[src/rtl/alu_cmd_sequencer.sv]
`default_nettype none
// ---------------------------------------------------------------------------
// alu_cmd_sequencer : valid/ready command front-end that issues one ALU
// operation at a time, captures the unit result and watches for timeouts.
// Revision: 1.0
// ---------------------------------------------------------------------------
module alu_cmd_sequencer #(
   parameter int In_Data_Width = 8,
   parameter int Out_Width     = 2*In_Data_Width,
   parameter int Timeout       = 4
) (
   input  logic                     clk,
   input  logic                     rst,
   input  logic                     cmd_valid,
   output logic                     cmd_ready,
   input  logic [3:0]               cmd_fun,
   input  logic [In_Data_Width-1:0] cmd_a,
   input  logic [In_Data_Width-1:0] cmd_b,
   output logic [In_Data_Width-1:0] A,
   output logic [In_Data_Width-1:0] B,
   output logic [1:0]               Alu_fun,
   output logic                     arith_enable,
   output logic                     logic_enable,
   output logic                     cmp_enable,
   output logic                     shift_enable,
   input  logic [Out_Width-1:0]     arith_out,
   input  logic [In_Data_Width-1:0] logic_out,
   input  logic [1:0]               cmp_out,
   input  logic [In_Data_Width-1:0] shift_out,
   input  logic                     arith_flag,
   input  logic                     logic_flag,
   input  logic                     cmp_flag,
   input  logic                     shift_flag,
   output logic                     res_valid,
   input  logic                     res_ready,
   output logic [Out_Width-1:0]     res_data,
   output logic                     res_err
);

   typedef enum logic [1:0] {
      IDLE  = 2'd0,
      ISSUE = 2'd1,
      WAIT  = 2'd2,
      DONE  = 2'd3
   } state_t;

   localparam int CNT_W = (Timeout > 1) ? $clog2(Timeout) : 1;
   localparam logic [CNT_W-1:0] CNT_LAST = CNT_W'(Timeout - 1);

   state_t           state;
   logic [1:0]       unit_sel;
   logic [CNT_W-1:0] wd_cnt;
   logic [3:0]       enables;
   logic             sel_flag;
   logic [Out_Width-1:0] sel_result;

   assign cmd_ready = (state == IDLE);
   assign {shift_enable, cmp_enable, logic_enable, arith_enable} = enables;

   // Only the unit that was issued is listened to; other flags are ignored.
   always_comb begin
      sel_flag   = 1'b0;
      sel_result = '0;
      case (unit_sel)
         2'b00: begin sel_flag = arith_flag; sel_result = arith_out;             end
         2'b01: begin sel_flag = logic_flag; sel_result = Out_Width'(logic_out); end
         2'b10: begin sel_flag = cmp_flag;   sel_result = Out_Width'(cmp_out);   end
         default: begin sel_flag = shift_flag; sel_result = Out_Width'(shift_out); end
      endcase
   end

   always_ff @(posedge clk or posedge rst) begin
      if (rst) begin
         state     <= IDLE;
         unit_sel  <= 2'b00;
         wd_cnt    <= '0;
         enables   <= 4'b0000;
         A         <= '0;
         B         <= '0;
         Alu_fun   <= 2'b00;
         res_valid <= 1'b0;
         res_data  <= '0;
         res_err   <= 1'b0;
      end else begin
         case (state)
            IDLE: begin
               if (cmd_valid) begin
                  A        <= cmd_a;
                  B        <= cmd_b;
                  Alu_fun  <= cmd_fun[1:0];
                  unit_sel <= cmd_fun[3:2];
                  enables  <= 4'b0001 << cmd_fun[3:2];
                  state    <= ISSUE;
               end
            end
            ISSUE: begin
               enables <= 4'b0000;
               wd_cnt  <= '0;
               state   <= WAIT;
            end
            WAIT: begin
               // A flag on the expiry cycle still wins over the timeout.
               if (sel_flag) begin
                  res_data  <= sel_result;
                  res_err   <= 1'b0;
                  res_valid <= 1'b1;
                  state     <= DONE;
               end else if (wd_cnt == CNT_LAST) begin
                  res_data  <= '0;
                  res_err   <= 1'b1;
                  res_valid <= 1'b1;
                  state     <= DONE;
               end else begin
                  wd_cnt <= wd_cnt + 1'b1;
               end
            end
            DONE: begin
               if (res_ready) begin
                  res_valid <= 1'b0;
                  state     <= IDLE;
               end
            end
            default: state <= IDLE;
         endcase
      end
   end

endmodule
`default_nettype wire

[config.mk]
export PLATFORM = sky130hd
export DESIGN_NAME = alu_cmd_sequencer
export DESIGN_NICKNAME = d
export VERILOG_FILES = /design/src/rtl/alu_cmd_sequencer.sv
export SDC_FILE = /design/constraint.sdc
export NUM_CORES = 1
export LEC_CHECK = 0
export BUFFER_PORTS_ARGS = -buffer_cell sky130_fd_sc_hd__buf_2
export CAP_MARGIN = 20
export CORE_ASPECT_RATIO = 1.1
export CORE_MARGIN = 2
export CORE_UTILIZATION = 37
export DETAILED_ROUTE_END_ITERATION = 7
export PLACE_DENSITY = 0.66
export SKIP_LAST_GASP = 1
export SLEW_MARGIN = 20
export SYNTH_ARGS = -nofsm -noshare
export SYNTH_HDL_FRONTEND = slang
export SYNTH_SLANG_ARGS = --single-unit
export TNS_END_PERCENT = 100
[constraint.sdc]
create_clock -name clk -period 1.87 [get_ports clk]
set_clock_uncertainty 0.05 [all_clocks]
set_input_delay 0.0935 -clock clk [delete_from_list [all_inputs] [get_ports clk]]
set_output_delay 0.0935 -clock clk [all_outputs]
set_load 0.1 [all_outputs]
======== After elaboration in Yosys (flattened, before gate mapping) ========
Cells that the tools add are included.
word-level totals
  bits in registers ....................... 46
  input port bits ......................... 62
  output and inout port bits .............. 41
  word-level logic and storage cells ...... 54
cells by class
  add/subtract/negate cells ............... 1
  equal/unequal tests ..................... 11
  shift operators ......................... 1
  multiplexer cells ....................... 19
  reductions and logical operators ........ 12
operator list
  kind                                                                    number
  16-bit case mux with 3 select lines                                     1
  16-bit 2-to-1 mux                                                       2
  2-bit 2-to-1 mux                                                        6
  3-bit AND reduction                                                     3
  2-bit equality test (second input constant)                             4
  2-bit inequality test (second input constant)                           4
  2-bit case mux with 4 select lines                                      1
  4-bit case mux with 2 select lines                                      1
  2-bit nonzero test                                                      4
  2-bit AND reduction                                                     3
  2-bit by 1-bit equality test with 1-bit output (second input constant)  2
  2-bit logical NOT                                                       2
  1-bit 2-to-1 mux                                                        4
  4-bit 2-to-1 mux                                                        1
  2-bit case mux with 2 select lines                                      1
  1-bit by 2-bit << shifter with 4-bit output (first input constant)      1
  3-bit inequality test (second input constant)                           1
  1-bit case mux with 3 select lines                                      1
  2-bit by 1-bit adder with 2-bit output (second input constant)          1
  1-bit case mux with 2 select lines                                      1

======== Longest topological paths before layout ========
Gate-level depths: netlist of run 1.
  word-level depth ........................ 4
  depth in mapped cells ................... 7
  depth with buffers taken out ............ 5

======== Worst setup path after synthesis of run 1 ========
Ideal clock, no wire load.
  path type ............................... reg-to-reg
  start point ............................. register state[0]
  end point ............................... register state[1]
  library setup time ...................... 125 ps
  data arrival time ....................... 2161 ps
  required time ........................... 1695 ps
  path slack .............................. -466 ps
  cell stages (with the launch flop) ...... 7
  path buffers ............................ 1
  cell sequence ........................... dfrtp_1 -> inv_1 -> ha_1 -> clkbuf_1 -> nor2b_1 -> a211oi_4 -> mux2_4
between the ends
  word-level cells in the longest chain between the ends .. 3
  elaborated cells on any way between the ends .. 9
  classes of those cells .................. 6 x eq/ne; 1 x mux; 2 x reduce/logical
RTL lines
  what                                    line  text
  start, declared                         50    state_t state;
  start signal, assigned                  74    state <= IDLE;
  start signal, assigned                  93    state <= ISSUE;
  start signal, assigned                  99    state <= WAIT;
  2-bit logical NOT *                     -
  named net cmd_ready                     15    output logic cmd_ready,
  2-bit inequality test (no source line)  -
  3-bit AND reduction (no source line)    -
The timed path passes the listed nets; every way through them passes the cells marked *.
A chain may end at the register's enable or synchronous reset.

======== Worst setup path in the final report of run 1 ========
  start point ............................. register wd_cnt[0]
  end point ............................... register state[1]
between the ends
  word-level cells in the longest chain between the ends .. 3
RTL lines
  what                                    line  text
  start, declared                         52    logic [CNT_W-1:0] wd_cnt;
  start signal, assigned                  114   wd_cnt <= wd_cnt + 1'b1;
  2-bit equality test                     108   end else if (wd_cnt == CNT_LAST) begin
  3-bit inequality test (no source line)  -
  3-bit AND reduction (no source line)    -
  end signal, assigned                    107   state <= DONE;
  end signal, assigned                    112   state <= DONE;
  end signal, assigned                    120   state <= IDLE;
No other way between the ends.

==> results of run 1 <==
## layout make-up
| class | count | area (sq um) | share of cell area (%) |
|---|---|---|---|
| flip-flops and latches | 46 | 1150 | 36.4 |
| multi-input cells | 102 | 943 | 29.8 |
| repair buffers | 137 | 853 | 27.0 |
| well taps | 77 | 96.3 | 3.04 |
| clock buffers | 7 | 86.3 | 2.73 |
| inverters | 7 | 26.3 | 0.830 |
| clock inverters | 1 | 8.76 | 0.277 |
## path summary, 6_finish.rpt
path	cells past startpoint	start	endpoint
min	2	cmd_fun[2]	unit_sel[0]
max	5	wd_cnt[0]	state[1]
max in group asynchronous	4	rst	A[1]
max reg2reg	5	wd_cnt[0]	state[1]
min in group asynchronous	3	rst	res_data[11]
min reg2reg	2	res_data[6]	res_data[6]
## cells by family after synthesis
kind of cell             Yosys count  synth area share (%)
XOR/XNOR                           1                 0.405
adder cells (fa/ha/maj)            5                  2.89
AO/OA/AOI/OAI                     44                  17.1
flip-flops                        46                  53.2
AND/OR/NAND/NOR                   22                  5.50
multiplexers                      30                  17.2
buffers and inverters             16                  3.70
## Yosys cell counts (all sizes together), types with 2 or more instances
cell and instances:
dfrtp 46, buf 7, inv 7, mux4 2, a22oi 6, o2bb2ai 3, a21o 3, clkbuf 2
a22o 13, ha 5, nor2 3, or2 2, nand2 9, o21ai 11, mux2 28
## metrics by stage
stage,cell area (sq um),worst slack (ps),instances,hold WS [ps],utilization [%]
final,3170,145,377,24.9,55.6
after global routing,3170,32.7,377,27.0,55.6
after CTS,3170,133,377,14.8,55.6
after detailed placement,2800,142,342,121,49.2
after global placement,2800,184,342,125,49.2
after floorplan,2180,37.4,164,176,-
## sequential cells by signal (all words and copies together) (netlist names)
signal	flops
res_data	16
A	8
B	8
enables	4
Alu_fun	2
state	2
unit_sel	2
wd_cnt	2
res_err	1
res_valid	1
## metal layers
layer / vias to the layer above / global-route usage (%) / routed length [um]
met4: 0 / 4.46 / 42
met2: 77 / 29.7 / 2570
met5: - / 0 / 0
met1: 867 / 18.9 / 2140
li1: 870 / - / -
met3: 5 / 5.91 / 454
## what timing repair did
item | CTS | global route
resized for setup | 0 | 0
hold endpoints to repair | 50 | 0
setup buffers | 0 | 0
hold buffers | 27 | 0
==> results_dict.tcl, run 1 <==
set metrics [dict create \
    ctsLongestPathBuffers 2 \
    fp.dieArea_sq_um 6470 \
    clock_latency_ps 290 \
    hpwl_um 3730 \
    cts_num_sinks 46 \
    synth_edf_count 0 \
    fp.dieW_um 76.9 \
    path_delay_family "flip-flops" \
    start_kind "flip-flop" \
    synth.largest_area_cell "dfrtp_1" \
    ys_seq_elements 46 \
    synth_top_area_share_pct 53.2 \
    avgSynthCellArea_sq_um 13.2 \
    drv_slew 0 \
    critPathMaxFanout 4 \
    synth_cell_types 36 \
    synthesis.area_sq_um 2160 \
    wl_per_cell_um 13.8 \
    cts_inserted_buffers 5 \
    arrival_ps 1860 \
    synth_warnings 0 \
    cts-root-buf "clkbuf_8" \
    slew_headroom_pct 64.6 \
    rows 29 \
    syn_nets 231 \
    num-nets-final 366 \
    worst-setup-path-type "reg2reg" \
    die_height_um 84.2 \
    core_sq_um 5700 \
    hold_path_class "in2reg" \
    synthArstFlopShare_pct 100 \
    grt_util_all_layers_pct 16.6 \
    layout_common_cells "buf_2, dfrtp_1, dlygate4sd3_1, mux2_2, a22o_1" \
    min_period_over_period_pct 92.2 \
    finalSetupViolCount 0 \
    synth_area_leaders "dfrtp_1, mux2_2, a22o_1" \
    grt_pass1_vias 1908 \
    grt_max_degree 27 \
    timing.fmax_ghz 0.580 \
    drt-initial-drc-count 90 \
    cap_violations 0 \
    rsz0062_at_grt "false" \
    cp_slowest_cell "dfrtp_1" \
    globalRouteOverflowTotal 0 \
    worstMarginPinSlew_ps 530 \
    path_clk_slew_ps 90 \
    rrSetupSlack_ps 150 \
    syn-instance-count 164 \
    start_util_pct 38.0 \
    slowest_delay_ps 410 \
    port_buffers 102 \
    routed_wl_um 5210 \
    viasPerCell 4.82 \
    syn_to_final_growth_pct 46.4 \
    grt_pass1_wl_um 8700 \
    synth_ff_type "dfrtp_1" \
    fillers 510 \
    drtAntennaViolNets 0 \
    vias 1819 \
    crit_buf_inv 0 \
    required_ps 2010 \
    outcome "completed" \
    globalplace.congestion 0.756 \
    final_common_cell "buf_2" \
    cts_tree "built" \
    ys_seq_area_share_pct 53.2 \
    end_kind "flip-flop" \
    drive_above_1_share_pct 51.0 \
    fin_crit_ps 1720 \
    cp_cell_sequence "ha_1 > or2_4 > o22ai_4 > a211oi_4 > mux2_4" \
    final-hold-violation-count 0 \
    num_antenna_cells 0 \
    io_pins 103 \
    finalSetupTns_ps 0 \
    cts.htree.levels 2 \
    firstDrtPassIters 4 \
    grt_antenna_before_repair 0 \
    drcViolationCount 0 \
]
Power of run 1 is left out: the tool's default activity adds up to more than one toggle a clock period on the data nets, which glitch-free logic cannot reach.
==> run 2, diff against run 1 <==
Settings changed: PLACE_DENSITY 0.66 to 0.73.
==> results_dict.tcl, run 2 (synthesized netlist as in run 1, its figures left out) <==
set metrics [dict create \
    outcome "completed" \
    vias 1790 \
    slew_headroom_pct 62.0 \
    start_kind "flip-flop" \
    regMostFlops "res_data" \
    cts.htree.levels 2 \
    critPathMaxFanout 16 \
    layout_common_cells "buf_2, dfrtp_1, dlygate4sd3_1, mux2_2, a22o_1" \
    num-nets-final 365 \
    required_ps 2000 \
    reg2reg_depth 5 \
    wl_met3_um 369 \
    fin_area_sq_um 3170 \
    placed_cell_area_sq_um 2790 \
    timing.fmax_ghz 0.576 \
    die_height_um 84.2 \
    worstMarginPinSlew_ps 570 \
    hold_path_class "in2reg" \
    globalplace.congestion 0.772 \
    drv_slew 0 \
    grt_util_all_layers_pct 16.4 \
    grt_pass1_wl_um 8310 \
    path_clk_slew_ps 80 \
    finalSetupTns_ps 0 \
    rows 29 \
    cts_setup_buffers 0 \
    fin_crit_ps 1740 \
    drive_above_1_share_pct 51.2 \
    drt-initial-drc-count 47 \
    routed.top_layer "met4" \
    rrSetupSlack_ps 130 \
    cts-root-buf "clkbuf_8" \
    clock_latency_ps 290 \
    largest_register_ffs 16 \
    final_common_cell "buf_2" \
    top_regs "res_data: 16 flops, A: 8 flops, B: 8 flops" \
    fp.dieArea_sq_um 6470 \
    firstDrtPassIters 4 \
    cp-endpoint "res_data[12]" \
    globalRouteOverflowTotal 0 \
    cts_tree "built" \
    syn_to_final_growth_pct 46.7 \
    hpwl_um 3530 \
    wl_met1_um 2030 \
    cp-startpoint "state[0]" \
    rsz0062_at_grt "false" \
    grt_max_degree 47 \
    drcViolationCount 0 \
    io_pins 103 \
    num_antenna_cells 0 \
    worst-setup-path-type "reg2reg" \
    port_buffers 102 \
    grt_pass1_vias 1832 \
    drtAntennaViolNets 0 \
    cts_inserted_buffers 5 \
    post_cts_resized 0 \
    viasPerCell 4.76 \
    final-hold-violation-count 0 \
    routed_wl_um 5110 \
    r2r_end "res_data[12]" \
    met2_length_um 2610 \
    end_kind "flip-flop" \
    cts_num_sinks 46 \
    r2r-start "state[0]" \
    arrival_ps 1860 \
    wl_per_cell_um 13.6 \
    core_sq_um 5700 \
    fp.dieW_um 76.9 \
    ctsLongestPathBuffers 2 \
    min_period_over_period_pct 92.8 \
    finalSetupViolCount 0 \
    grt_antenna_before_repair 0 \
    fillers 513 \
    cap_violations 0 \
    start_util_pct 38.0 \
]
run 2: worst min path at each step:
stage	start	endpoint	slack, ps	cells after the start
after global placement	rst	B[3]	220	3
after detailed placement	rst	res_data[13]	230	3
after global routing	cmd_fun[2]	unit_sel[0]	30	2
final	cmd_fun[2]	unit_sel[0]	40	2
after CTS	cmd_fun[2]	unit_sel[0]	30	2
after floorplan	arith_out[8]	res_data[8]	180	1
run 2: repair_timing:
item	CTS	global route
hold buffers	27	0
setup endpoints to repair	0	0
hold endpoints to repair	72	0
run 2: routing by layer:
| metal | global-route usage (%) | vias up |
|---|---|---|
| met5 | 0 | - |
| met1 | 18.7 | 844 |
| met2 | 29.4 | 73 |
| li1 | - | 862 |
| met3 | 4.95 | 11 |
| met4 | 4.79 | 0 |
run 2: final cells by class:
| class | instances | area, sq um | area share, % |
|---|---|---|---|
| well taps | 77 | 96.3 | 3.04 |
| inverters | 7 | 26.3 | 0.828 |
| clock buffers | 5 | 68.8 | 2.17 |
| repair buffers | 136 | 846 | 26.7 |
| clock inverters | 3 | 40.0 | 1.26 |
| flip-flops and latches | 46 | 1150 | 36.3 |
| multi-input cells | 102 | 943 | 29.7 |
run 2: worst max-delay path, stage by stage, from the launching register on:
cell	delay, ps
dfrtp_1	420
inv_1	120
ha_1	380
o221ai_4	180
buf_4	220
a22o_1	250
run 2: per-stage QoR:
step / setup slack [ps] / hold slack, ps / util [%] / std cells
final: 135 / 38.9 / 55.7 / 376
after floorplan: 37.4 / 176 / - / 164
after global routing: 41.7 / 28.2 / 55.7 / 376
after global placement: 188 / 221 / 49.0 / 341
after CTS: 137 / 27.6 / 55.7 / 376
after detailed placement: 139 / 229 / 49.0 / 341
Power of run 2 is left out for the same reason.
==> run 3, diff against run 2 <==
Settings changed: CORE_UTILIZATION 37 to 46, PLACE_DENSITY 0.73 to 0.86.
==> results_dict.tcl, run 3 (synthesized netlist as in run 1, its figures left out) <==
set metrics [dict create \
    outcome "completed" \
    worstHoldPathCells 2 \
    globalplace.congestion 0.798 \
    whs_endpoint "unit_sel[0]" \
    worstMarginPinSlew_ps 566 \
    layout_common_cells "buf_2, dfrtp_1, dlygate4sd3_1, mux2_2, a22o_1" \
    port_buffers 102 \
    cts.htree.levels 2 \
    fin_crit_ps 1710 \
    grt_max_degree 47 \
    grt_pass1_vias 2021 \
    fillers 335 \
    setup_slack_ps 157 \
    cts_tree "built" \
    worst-setup-path-type "reg2reg" \
    required_ps 2010 \
    routed_wl_um 5520 \
    cts-root-buf "clkbuf_8" \
    cap_violations 0 \
    final_common_cell "buf_2" \
    hold_path_class "in2reg" \
    cts_setup_buffers 0 \
    cts_inserted_buffers 5 \
    final-hold-violation-count 0 \
    ctsLongestPathBuffers 2 \
    arrival_ps 1850 \
    clock_latency_ps 300 \
    rows 26 \
    grt_antenna_before_repair 0 \
    top_regs "res_data: 16 flops, A: 8 flops, B: 8 flops" \
    post-place-ws_ps 68.9 \
    finalSetupViolCount 0 \
    fp.dieArea_sq_um 5270 \
    drive_above_1_share_pct 52.0 \
    wl_per_cell_um 15.5 \
    io_pins 103 \
    path_delay_family "flip-flops" \
    num-nets-final 366 \
    cp_slowest_cell "dfrtp_1" \
    drcViolationCount 0 \
    min_period_over_period_pct 91.6 \
    crit_buf_inv 0 \
    timing.fmax_ghz 0.584 \
    end_kind "flip-flop" \
    firstDrtPassIters 4 \
    start_util_pct 47.1 \
    drtAntennaViolNets 0 \
    largest_register_ffs 16 \
    grt_util_all_layers_pct 22.1 \
    finalSetupTns_ps 0 \
    globalRouteOverflowTotal 0 \
    die_height_um 75.9 \
    instances_no_fill 356 \
    reg2reg_depth 5 \
    min-delay-start "cmd_fun[2]" \
    slew_headroom_pct 62.3 \
    path_clk_slew_ps 90 \
    r2r_end "state[1]" \
    cp_cell_sequence "ha_1 > or2_4 > o22ai_4 > a211oi_4 > mux2_4" \
    r2r-start "wd_cnt[0]" \
    num_antenna_cells 0 \
    regMostFlops "res_data" \
    slowest_delay_ps 410 \
    grt_pass1_wl_um 9270 \
    critPathMaxFanout 4 \
    start_kind "flip-flop" \
    viasPerCell 5.21 \
    vias 1854 \
    rrSetupSlack_ps 160 \
    syn_to_final_growth_pct 45.6 \
    dp.cells 321 \
    drt-initial-drc-count 73 \
    fp.dieW_um 69.4 \
    cts_num_sinks 46 \
    rsz0062_at_grt "false" \
    drv_slew 0 \
    hpwl_um 3720 \
    core_sq_um 4590 \
]
[run 3: changes by cell type in the layout (fill, tap and decap cells not counted), sizes merged]
cell / delta
buf: +1
clkinvlp: +1
bufinv: -1
clkinv: -1
clkbuf: +1
[run 3: how the worst max path moves through the flow]
stage	from	end	cells past startpoint
2_1_floorplan	state[1]	state[1]	6
3_3_place_gp	state[0]	res_data[9]	6
3_5_place_dp	state[0]	res_data[13]	6
4_1_cts	state[0]	res_data[13]	6
5_1_grt	wd_cnt[0]	state[1]	5
6_report	wd_cnt[0]	state[1]	5
[run 3: layer usage]
layer | vias up | wire [um] | GRT usage (%)
li1 | 866 | - | -
met1 | 899 | 2120 | 25.0
met2 | 78 | 2880 | 38.8
met3 | 11 | 417 | 7.18
met4 | 0 | 108 | 8.04
met5 | - | 0 | 0
[run 3: worst reg2reg max path: cells and delay by family (launching register included)]
kind,cells,cell delay (ps)
flops,1,410
compound gates,2,340
mux,1,300
simple gates,1,270
fa+ha+maj,1,230
[run 3: what timing repair did]
item	4_1_cts	5_1_grt
hold endpoints to repair	72	0
hold buffers	27	0
setup endpoints to repair	0	8
gates resized for setup	0	2
[run 3: metrics by stage]
| stage | hold slack [ps] | util (%) | area [sq um] |
|---|---|---|---|
| detailed placement | 224 | 60.5 | 2770 |
| global route | 15.7 | 68.6 | 3150 |
| finish | 17.0 | 68.6 | 3150 |
| CTS | 2.00 | 68.4 | 3140 |
| floorplan | 176 | - | 2180 |
| global placement | 222 | 60.5 | 2770 |
[run 3: area by class of cell]
class	instances	area (sq um)	share of cell area, %
clock inverter	2	12.5	0.397
sequential	46	1150	36.6
tap	56	70.1	2.23
timing repair buffer	137	853	27.1
inverter	7	26.3	0.835
clock buffer	6	82.6	2.62
multi-input combinational	102	952	30.2
Power of run 3 is left out for the same reason.
